## src/rtl/exu_alu_mc_ctl_if.sv

```systemverilog
// ---------------------------------------------------------------------------
// exu_alu_mc_ctl_if
// Handshake and data bundle for the multi-cycle ALU controller.
//   master : the op issuer (pipeline front end / testbench)
//   slave  : the ALU controller
// Signals
//   freeze    - pipeline hold, every register in the ALU keeps its value
//   flush     - kill the in-flight or presented op
//   in_valid  - op presented this cycle
//   in_ready  - ALU can accept an op this cycle
//   op        - 4-bit opcode
//   a, b      - operands
//   out_valid - one-cycle result strobe
//   out       - registered result
//   busy      - an iterative op (CPOP/CLZ) is in progress
// ---------------------------------------------------------------------------
interface exu_alu_mc_ctl_if #(
   parameter int WIDTH = 32
);
   logic             freeze;
   logic             flush;
   logic             in_valid;
   logic             in_ready;
   logic [3:0]       op;
   logic [WIDTH-1:0] a;
   logic [WIDTH-1:0] b;
   logic             out_valid;
   logic [WIDTH-1:0] out;
   logic             busy;

   modport master (
      output freeze, flush, in_valid, op, a, b,
      input  in_ready, out_valid, out, busy
   );

   modport slave (
      input  freeze, flush, in_valid, op, a, b,
      output in_ready, out_valid, out, busy
   );
endinterface

```

## src/rtl/exu_alu_mc_ctl.sv

```systemverilog
// ---------------------------------------------------------------------------
// exu_alu_mc_ctl
// ALU with single-cycle ops (ADD..ADDC, reserved) and iterative CPOP/CLZ.
// Single-cycle ops produce a registered result on the accepting edge and may
// issue back-to-back. CPOP/CLZ walk the operand BPC bits per cycle, so their
// latency is WIDTH/BPC+1 regardless of data.
// Ports
//   clk  - clock, rising edge
//   rst  - asynchronous active-high reset
//   bus  - exu_alu_mc_ctl_if.slave (handshake, operands, result)
// ---------------------------------------------------------------------------
module exu_alu_mc_ctl #(
   parameter int WIDTH   = 32,
   parameter int BPC     = 4,
   parameter int CONST_B = 3
) (
   input  logic                   clk,
   input  logic                   rst,
   exu_alu_mc_ctl_if.slave        bus
);

   localparam int NITER = WIDTH / BPC;
   localparam int CW    = $clog2(NITER) + 1;   // holds NITER itself
   localparam int AW    = $clog2(WIDTH) + 1;   // holds WIDTH itself
   localparam int SW    = $clog2(WIDTH);

   localparam logic [3:0] OP_ADD  = 4'd0;
   localparam logic [3:0] OP_SUB  = 4'd1;
   localparam logic [3:0] OP_AND  = 4'd2;
   localparam logic [3:0] OP_OR   = 4'd3;
   localparam logic [3:0] OP_XOR  = 4'd4;
   localparam logic [3:0] OP_SLL  = 4'd5;
   localparam logic [3:0] OP_SRL  = 4'd6;
   localparam logic [3:0] OP_SRA  = 4'd7;
   localparam logic [3:0] OP_SLT  = 4'd8;
   localparam logic [3:0] OP_SLTU = 4'd9;
   localparam logic [3:0] OP_ADDC = 4'd10;
   localparam logic [3:0] OP_CPOP = 4'd11;
   localparam logic [3:0] OP_CLZ  = 4'd12;

   typedef enum logic {IDLE, BUSY} state_t;

   state_t           state_q, state_d;
   logic [WIDTH-1:0] src_q, src_d;
   logic [WIDTH-1:0] out_q, out_d;
   logic             out_valid_q, out_valid_d;
   logic [CW-1:0]    cnt_q, cnt_d;
   logic [AW-1:0]    acc_q, acc_d;
   logic             found_q, found_d;     // CLZ: a 1 has already been seen
   logic             is_clz_q, is_clz_d;

   logic             in_ready;
   logic             accept;
   logic             iter_op;
   logic [SW-1:0]    shamt;
   logic [WIDTH-1:0] alu_res;

   logic [BPC-1:0]   lo_chunk;
   logic [BPC-1:0]   hi_chunk;
   logic [AW-1:0]    pop_chunk;
   logic [AW-1:0]    lz_chunk;
   logic [AW-1:0]    acc_step;

   assign in_ready = (state_q == IDLE) & ~bus.freeze;
   assign accept   = bus.in_valid & in_ready & ~bus.flush;
   assign iter_op  = (bus.op == OP_CPOP) | (bus.op == OP_CLZ);
   assign shamt    = bus.b[SW-1:0];

   assign bus.in_ready  = in_ready;
   assign bus.out_valid = out_valid_q;
   assign bus.out       = out_q;
   assign bus.busy      = (state_q == BUSY);

   // Single-cycle result
   always_comb begin
      alu_res = '0;
      case (bus.op)
         OP_ADD:  alu_res = bus.a + bus.b;
         OP_SUB:  alu_res = bus.a - bus.b;
         OP_AND:  alu_res = bus.a & bus.b;
         OP_OR:   alu_res = bus.a | bus.b;
         OP_XOR:  alu_res = bus.a ^ bus.b;
         OP_SLL:  alu_res = bus.a << shamt;
         OP_SRL:  alu_res = bus.a >> shamt;
         OP_SRA:  alu_res = $unsigned($signed(bus.a) >>> shamt);
         OP_SLT:  alu_res = {{(WIDTH-1){1'b0}}, ($signed(bus.a) < $signed(bus.b))};
         OP_SLTU: alu_res = {{(WIDTH-1){1'b0}}, (bus.a < bus.b)};
         OP_ADDC: alu_res = bus.a + WIDTH'(CONST_B);
         default: alu_res = '0;
      endcase
   end

   // CPOP eats the low chunk (operand shifts right), CLZ eats the high chunk
   // (operand shifts left).
   assign lo_chunk = src_q[BPC-1:0];
   assign hi_chunk = src_q[WIDTH-1 -: BPC];

   always_comb begin
      pop_chunk = '0;
      for (int i = 0; i < BPC; i++) begin
         pop_chunk = pop_chunk + AW'(lo_chunk[i]);
      end
   end

   // Leading zeros within the chunk: scanning upward, the last set bit seen
   // is the most significant one. An all-zero chunk counts BPC.
   always_comb begin
      lz_chunk = AW'(BPC);
      for (int i = 0; i < BPC; i++) begin
         if (hi_chunk[i]) begin
            lz_chunk = AW'(BPC - 1 - i);
         end
      end
   end

   always_comb begin
      state_d     = state_q;
      src_d       = src_q;
      out_d       = out_q;
      out_valid_d = out_valid_q;
      cnt_d       = cnt_q;
      acc_d       = acc_q;
      found_d     = found_q;
      is_clz_d    = is_clz_q;
      acc_step    = acc_q;

      if (bus.flush) begin
         // Flush wins over freeze; out keeps its last value.
         state_d     = IDLE;
         out_valid_d = 1'b0;
         cnt_d       = '0;
      end else if (!bus.freeze) begin
         out_valid_d = 1'b0;
         case (state_q)
            IDLE: begin
               if (accept) begin
                  if (iter_op) begin
                     state_d  = BUSY;
                     src_d    = bus.a;
                     cnt_d    = CW'(NITER);
                     acc_d    = '0;
                     found_d  = 1'b0;
                     is_clz_d = (bus.op == OP_CLZ);
                  end else begin
                     out_d       = alu_res;
                     out_valid_d = 1'b1;
                  end
               end
            end
            BUSY: begin
               if (is_clz_q) begin
                  // Once a 1 is found the count is frozen, but the loop
                  // still runs to full length to keep latency fixed.
                  if (!found_q) begin
                     acc_step = acc_q + lz_chunk;
                  end
                  found_d = found_q | (|hi_chunk);
                  src_d   = src_q << BPC;
               end else begin
                  acc_step = acc_q + pop_chunk;
                  src_d    = src_q >> BPC;
               end
               acc_d = acc_step;
               cnt_d = cnt_q - CW'(1);
               if (cnt_q == CW'(1)) begin
                  out_d       = WIDTH'(acc_step);
                  out_valid_d = 1'b1;
                  state_d     = IDLE;
               end
            end
            default: state_d = IDLE;
         endcase
      end
   end

   always_ff @(posedge clk or posedge rst) begin
      if (rst) begin
         state_q     <= IDLE;
         src_q       <= '0;
         out_q       <= '0;
         out_valid_q <= 1'b0;
         cnt_q       <= '0;
         acc_q       <= '0;
         found_q     <= 1'b0;
         is_clz_q    <= 1'b0;
      end else begin
         state_q     <= state_d;
         src_q       <= src_d;
         out_q       <= out_d;
         out_valid_q <= out_valid_d;
         cnt_q       <= cnt_d;
         acc_q       <= acc_d;
         found_q     <= found_d;
         is_clz_q    <= is_clz_d;
      end
   end

endmodule

```

## src/flat_wrapper.sv

```systemverilog
// flat-port wrapper written by rule: the top's interface ports become plain ports
module exu_alu_mc_ctl_flat 
#(
   parameter int WIDTH   = 32,
   parameter int BPC     = 4,
   parameter int CONST_B = 3
)
  (clk, rst, bus_freeze, bus_flush, bus_in_valid, bus_op, bus_a, bus_b, bus_in_ready, bus_out_valid, bus_out, bus_busy);
  exu_alu_mc_ctl_if #(.WIDTH(WIDTH)) bus_i ();
  input  logic clk;
  input  logic rst;
  input wire logic [$bits(bus_i.freeze)-1:0] bus_freeze;
  input wire logic [$bits(bus_i.flush)-1:0] bus_flush;
  input wire logic [$bits(bus_i.in_valid)-1:0] bus_in_valid;
  input wire logic [$bits(bus_i.op)-1:0] bus_op;
  input wire logic [$bits(bus_i.a)-1:0] bus_a;
  input wire logic [$bits(bus_i.b)-1:0] bus_b;
  output wire logic [$bits(bus_i.in_ready)-1:0] bus_in_ready;
  output wire logic [$bits(bus_i.out_valid)-1:0] bus_out_valid;
  output wire logic [$bits(bus_i.out)-1:0] bus_out;
  output wire logic [$bits(bus_i.busy)-1:0] bus_busy;
  assign bus_i.freeze = bus_freeze;
  assign bus_i.flush = bus_flush;
  assign bus_i.in_valid = bus_in_valid;
  assign bus_i.op = bus_op;
  assign bus_i.a = bus_a;
  assign bus_i.b = bus_b;
  assign bus_in_ready = bus_i.in_ready;
  assign bus_out_valid = bus_i.out_valid;
  assign bus_out = bus_i.out;
  assign bus_busy = bus_i.busy;
  exu_alu_mc_ctl #(.WIDTH(WIDTH), .BPC(BPC), .CONST_B(CONST_B)) u_core (.clk(clk), .rst(rst), .bus(bus_i));
endmodule
```

## config.mk

```make
export PLATFORM = sky130hd
export DESIGN_NAME = exu_alu_mc_ctl_flat
export DESIGN_NICKNAME = d
export VERILOG_FILES = /design/src/rtl/exu_alu_mc_ctl_if.sv /design/src/rtl/exu_alu_mc_ctl.sv /design/src/flat_wrapper.sv
export SDC_FILE = /design/constraint.sdc
export NUM_CORES = 1
export LEC_CHECK = 0
export CAP_MARGIN = 25
export CELL_PAD_IN_SITES_DETAIL_PLACEMENT = 1
export CELL_PAD_IN_SITES_GLOBAL_PLACEMENT = 1
export CORE_MARGIN = 2
export CORE_UTILIZATION = 48
export CTS_CLUSTER_DIAMETER = 120
export DETAILED_ROUTE_END_ITERATION = 8
export GPL_TIMING_DRIVEN = 0
export PLACE_DENSITY = 0.95
export SYNTH_ARGS = -nofsm -noshare
export SYNTH_HDL_FRONTEND = slang
export SYNTH_SLANG_ARGS = --single-unit
```

## constraint.sdc

```tcl
create_clock -name clk -period 8.1 [get_ports clk]
set_input_delay 1.215 -clock clk [delete_from_list [all_inputs] [get_ports clk]]
set_output_delay 1.215 -clock clk [all_outputs]
set_load 0.01 [all_outputs]
```

==> flow_metrics.env <==
export IMPL_swShare=0.477
export IMPL_hold_viol=0
export IMPL_drt_wl_total_um=73800
export IMPL_first_global_vias=16900
export IMPL_slew_headroom=0.254
export IMPL_ant_nets=0
export IMPL_grt_pass1_wl_um=109000
export IMPL_cp_common_cell="a21oi_1"
export IMPL_dr_pass1_iters=6
export IMPL_ctsRootBufferMaster="clkbuf_16"
export IMPL_clk_path_buf_depth=2
export IMPL_antenna_found_initial=1
export IMPL_place_area_um2=14900
export IMPL_slew_viol_final=0
export IMPL_grt_max_degree=45
export IMPL_clock_skew_ps=26.9
export IMPL_synth_edf_count=0
export IMPL_port_buffer_count=105
export IMPL_clock_sinks=78
export IMPL_final_area_um2=15200
export IMPL_peakVddDrop_mv=0.0934
export IMPL_die_h_um=171
export IMPL_internal_power_uw=1050
export IMPL_routed_via_density=7.21
export IMPL_layout_common_cells="nand2_1 (184), nor2_1 (183), o21ai_0 (148), ha_1 (138), a21oi_1 (132)"
export IMPL_power_leakage_uw=0.00665
export IMPL_path_cells="clkdlybuf4s50_1 > buf_2 > nand2b_1 > nor2_1 > clkbuf_1 > clkbuf_1 > nor2_1 > ha_1 > a21oi_1 > o21a_1 > nor3_1 > a2111oi_0 > o221ai_1 > a21oi_1 > a21oi_1 > a221oi_1 > o21ai_1"
export IMPL_placementRows=60
export IMPL_syn_nets=1988
export IMPL_worstMarginPinSlew_ps=1120
export IMPL_hold_path_startpoint="u_core.bus.out[5]"
export IMPL_die_area_um2=29100
export IMPL_hold_path_class="register to register"
export IMPL_numCtsBuffers=9
export IMPL_drive_gt1_frac=0.0752
export IMPL_reg2reg_depth=8
export IMPL_crit_buf_inv=4
export IMPL_post_cts_buffers=0
export IMPL_cp_top_family="compound AO/OA/AOI/OAI gates"
export IMPL_clock_latency_ps=400
export IMPL_fin_ws_ps=1450
export IMPL_worstPathRequired_ps=8360
export IMPL_yosys_warnings=0
export IMPL_drcViolationCount=0
export IMPL_outcome="completed"
export IMPL_synth_seq_cells=78
export IMPL_area_growth_pct=14.3
export IMPL_postCtsHoldBufs=0
export IMPL_power_share_sequential=0.249
export IMPL_min_path_cells=1
export IMPL_nets=2112
export IMPL_worstSetupStartpoint="bus_op[3]"
export IMPL_start_kind="input pin"
export IMPL_cts_resized_gates=0
export IMPL_cp_slowest_stage_delay_ps=900
export IMPL_synthCells=1772
export IMPL_r2r_end="u_core.bus.out[1]"
export IMPL_crit_path_top_delay_cell="a2111oi_0"
export IMPL_synth_cell_type_count=82
export IMPL_drt_iter0_markers=2143
export IMPL_maxCapViolations=0
export IMPL_ff2ff_setup_slack_ps=4460
export IMPL_worst_ep_arrival_time_ps=6910
export IMPL_htreeDepth=3
export IMPL_p_comb_frac=0.525
export IMPL_dp_slack_ps=1430
export IMPL_final_common_cell="nand2_1"
export IMPL_period_needed_ps=6650
export IMPL_fmax_mhz=150
export IMPL_netlist_area_um2=13300
export IMPL_hpwlAfterDp_um=57600
export IMPL_clk_pin_slew_ps=80
export IMPL_rsz0062_at_grt="false"
export IMPL_grt_ovfl_total=0
export IMPL_seq_area_frac_synth=0.147
export IMPL_fin_crit_sh=0.821
export IMPL_setup_violations=0
export IMPL_cts_tree="built"
export IMPL_crit_fanout=10
export IMPL_yosys_most_used_dff="dfrtp_1"
export IMPL_num_vias=16400
export IMPL_p_sw_uw=956
export IMPL_io_pins=108
export IMPL_reg2reg_from="u_core.bus.busy"
export IMPL_syn_avg_cell_area_um2=7.51
export IMPL_clock_power_share=0.226
export IMPL_hold_end="u_core.bus.out[5]"
export IMPL_core_um2=27100
export IMPL_wl_per_cell_um=32.4
export IMPL_critical_path_class="input pin to register"
export IMPL_finalSetupTns_ps=0
export IMPL_grt_total_usage=0.509
export IMPL_start_util=0.491
export IMPL_die_w_um=171
export IMPL_end_kind="register"
export IMPL_async_flop_share=1.00
export IMPL_gp_congestion=1.25
export IMPL_power_density_nw_per_um2=132
-- layer usage --
layer / vias up / global-route usage / routed length [um] / share of wire
met1: 7910 / 0.598 / 26700 / 0.36
li1: 6756 / - / - / -
met4: 0 / 0.378 / 6990 / 0.095
met5: - / 0 / 0 / 0
met2: 1281 / 0.772 / 31000 / 0.42
met3: 454 / 0.167 / 9100 / 0.12
-- logic make-up (layout without fill, tap and decap cells) --
| kind of cell | after synthesis | in the layout | synth area share |
|---|---|---|---|
| AOI/OAI and AO/OA | 601 | 601 | 0.296 |
| and+or+nand+nor | 520 | 520 | 0.173 |
| buffers and inverters | 230 | 359 | 0.0701 |
| muxes | 149 | 149 | 0.144 |
| adders and majority gates | 143 | 143 | 0.137 |
| DFF | 78 | 78 | 0.147 |
| xor gates and xnor gates | 51 | 51 | 0.0336 |
| other | 0 | 3 | 0 |
-- cells in the mapped netlist (7+ instances only) --
cell type,n,share of area
or3_1,7,0.0033
and2_1,8,0.0038
or2_2,8,0.0038
inv_1,118,0.033
dfrtp_1,78,0.15
nor3b_1,8,0.0045
nor2_1,183,0.052
and3_1,8,0.0038
nor2b_1,11,0.0052
a31oi_1,22,0.010
a221o_1,8,0.0060
nand2_1,184,0.052
o21ai_0,148,0.056
buf_2,17,0.0064
a22oi_1,25,0.014
o221ai_1,12,0.0079
o31ai_1,10,0.0056
xor2_1,13,0.0086
o21bai_1,12,0.0068
mux2_2,30,0.025
mux4_2,31,0.052
mux2i_1,87,0.065
nor3_1,42,0.016
a21oi_1,132,0.050
clkbuf_1,70,0.020
xnor2_1,38,0.025
a211o_1,11,0.0072
nand3_1,23,0.0086
ha_1,138,0.13
a21o_1,28,0.016
buf_4,7,0.0039
o211ai_1,30,0.017
a221oi_1,21,0.014
o21ai_1,20,0.0075
o22ai_1,20,0.0094
nand2b_1,14,0.0066
buf_1,12,0.0034
nand3b_1,7,0.0039
a211oi_1,27,0.015
-- through the flow --
step	total power, uW	instances	hold WS (ps)	util
finish	2000	2276	491	0.561
CTS	1930	2270	490	0.560
global placement	1450	2249	461	0.547
floorplan	1080	1772	470	-
global route	2050	2273	508	0.561
detailed placement	1490	2254	473	0.550
-- power groups by stage --
stage / Sequential (uW) / Clock, uW / Combinational (uW)
floorplan: 495 / 0 / 588
global placement: 498 / 0 / 948
detailed placement: 502 / 0 / 992
CTS: 495 / 437 / 1000
global route: 500 / 453 / 1100
finish: 498 / 453 / 1050
-- sequential cells by signal, indices dropped and copies added (netlist names) --
register              count
u_core.is_clz_q           1
u_core.found_q            1
u_core.bus.out           32
u_core.src_q             32
u_core.bus.busy           1
u_core.acc_q              6
u_core.cnt_q              4
u_core.bus.out_valid      1
-- final cells by class --
| type | count | area (um2) |
|---|---|---|
| clock buffers | 9 | 225 |
| flip-flops and latches | 78 | 1950 |
| fillers | 3439 | 11900 |
| clock inverters | 7 | 55.1 |
| diodes | 3 | 7.51 |
| well taps | 372 | 465 |
| plain buffers | 109 | 479 |
| inverters | 121 | 457 |
| repair buffers | 113 | 1140 |
| multi-input cells | 1464 | 10400 |
-- worst max path at each step --
| stage | end | depth (start not counted) |
|---|---|---|
| after floorplan | u_core.bus.out[30] | 16 |
| final | u_core.bus.out[25] | 17 |
| after global placement | u_core.bus.out[0] | 14 |
| after global routing | u_core.bus.out[25] | 17 |
| after CTS | u_core.bus.out[25] | 17 |
| after detailed placement | u_core.bus.out[25] | 17 |
No activity file was read; power rests on OpenSTA's default activity.
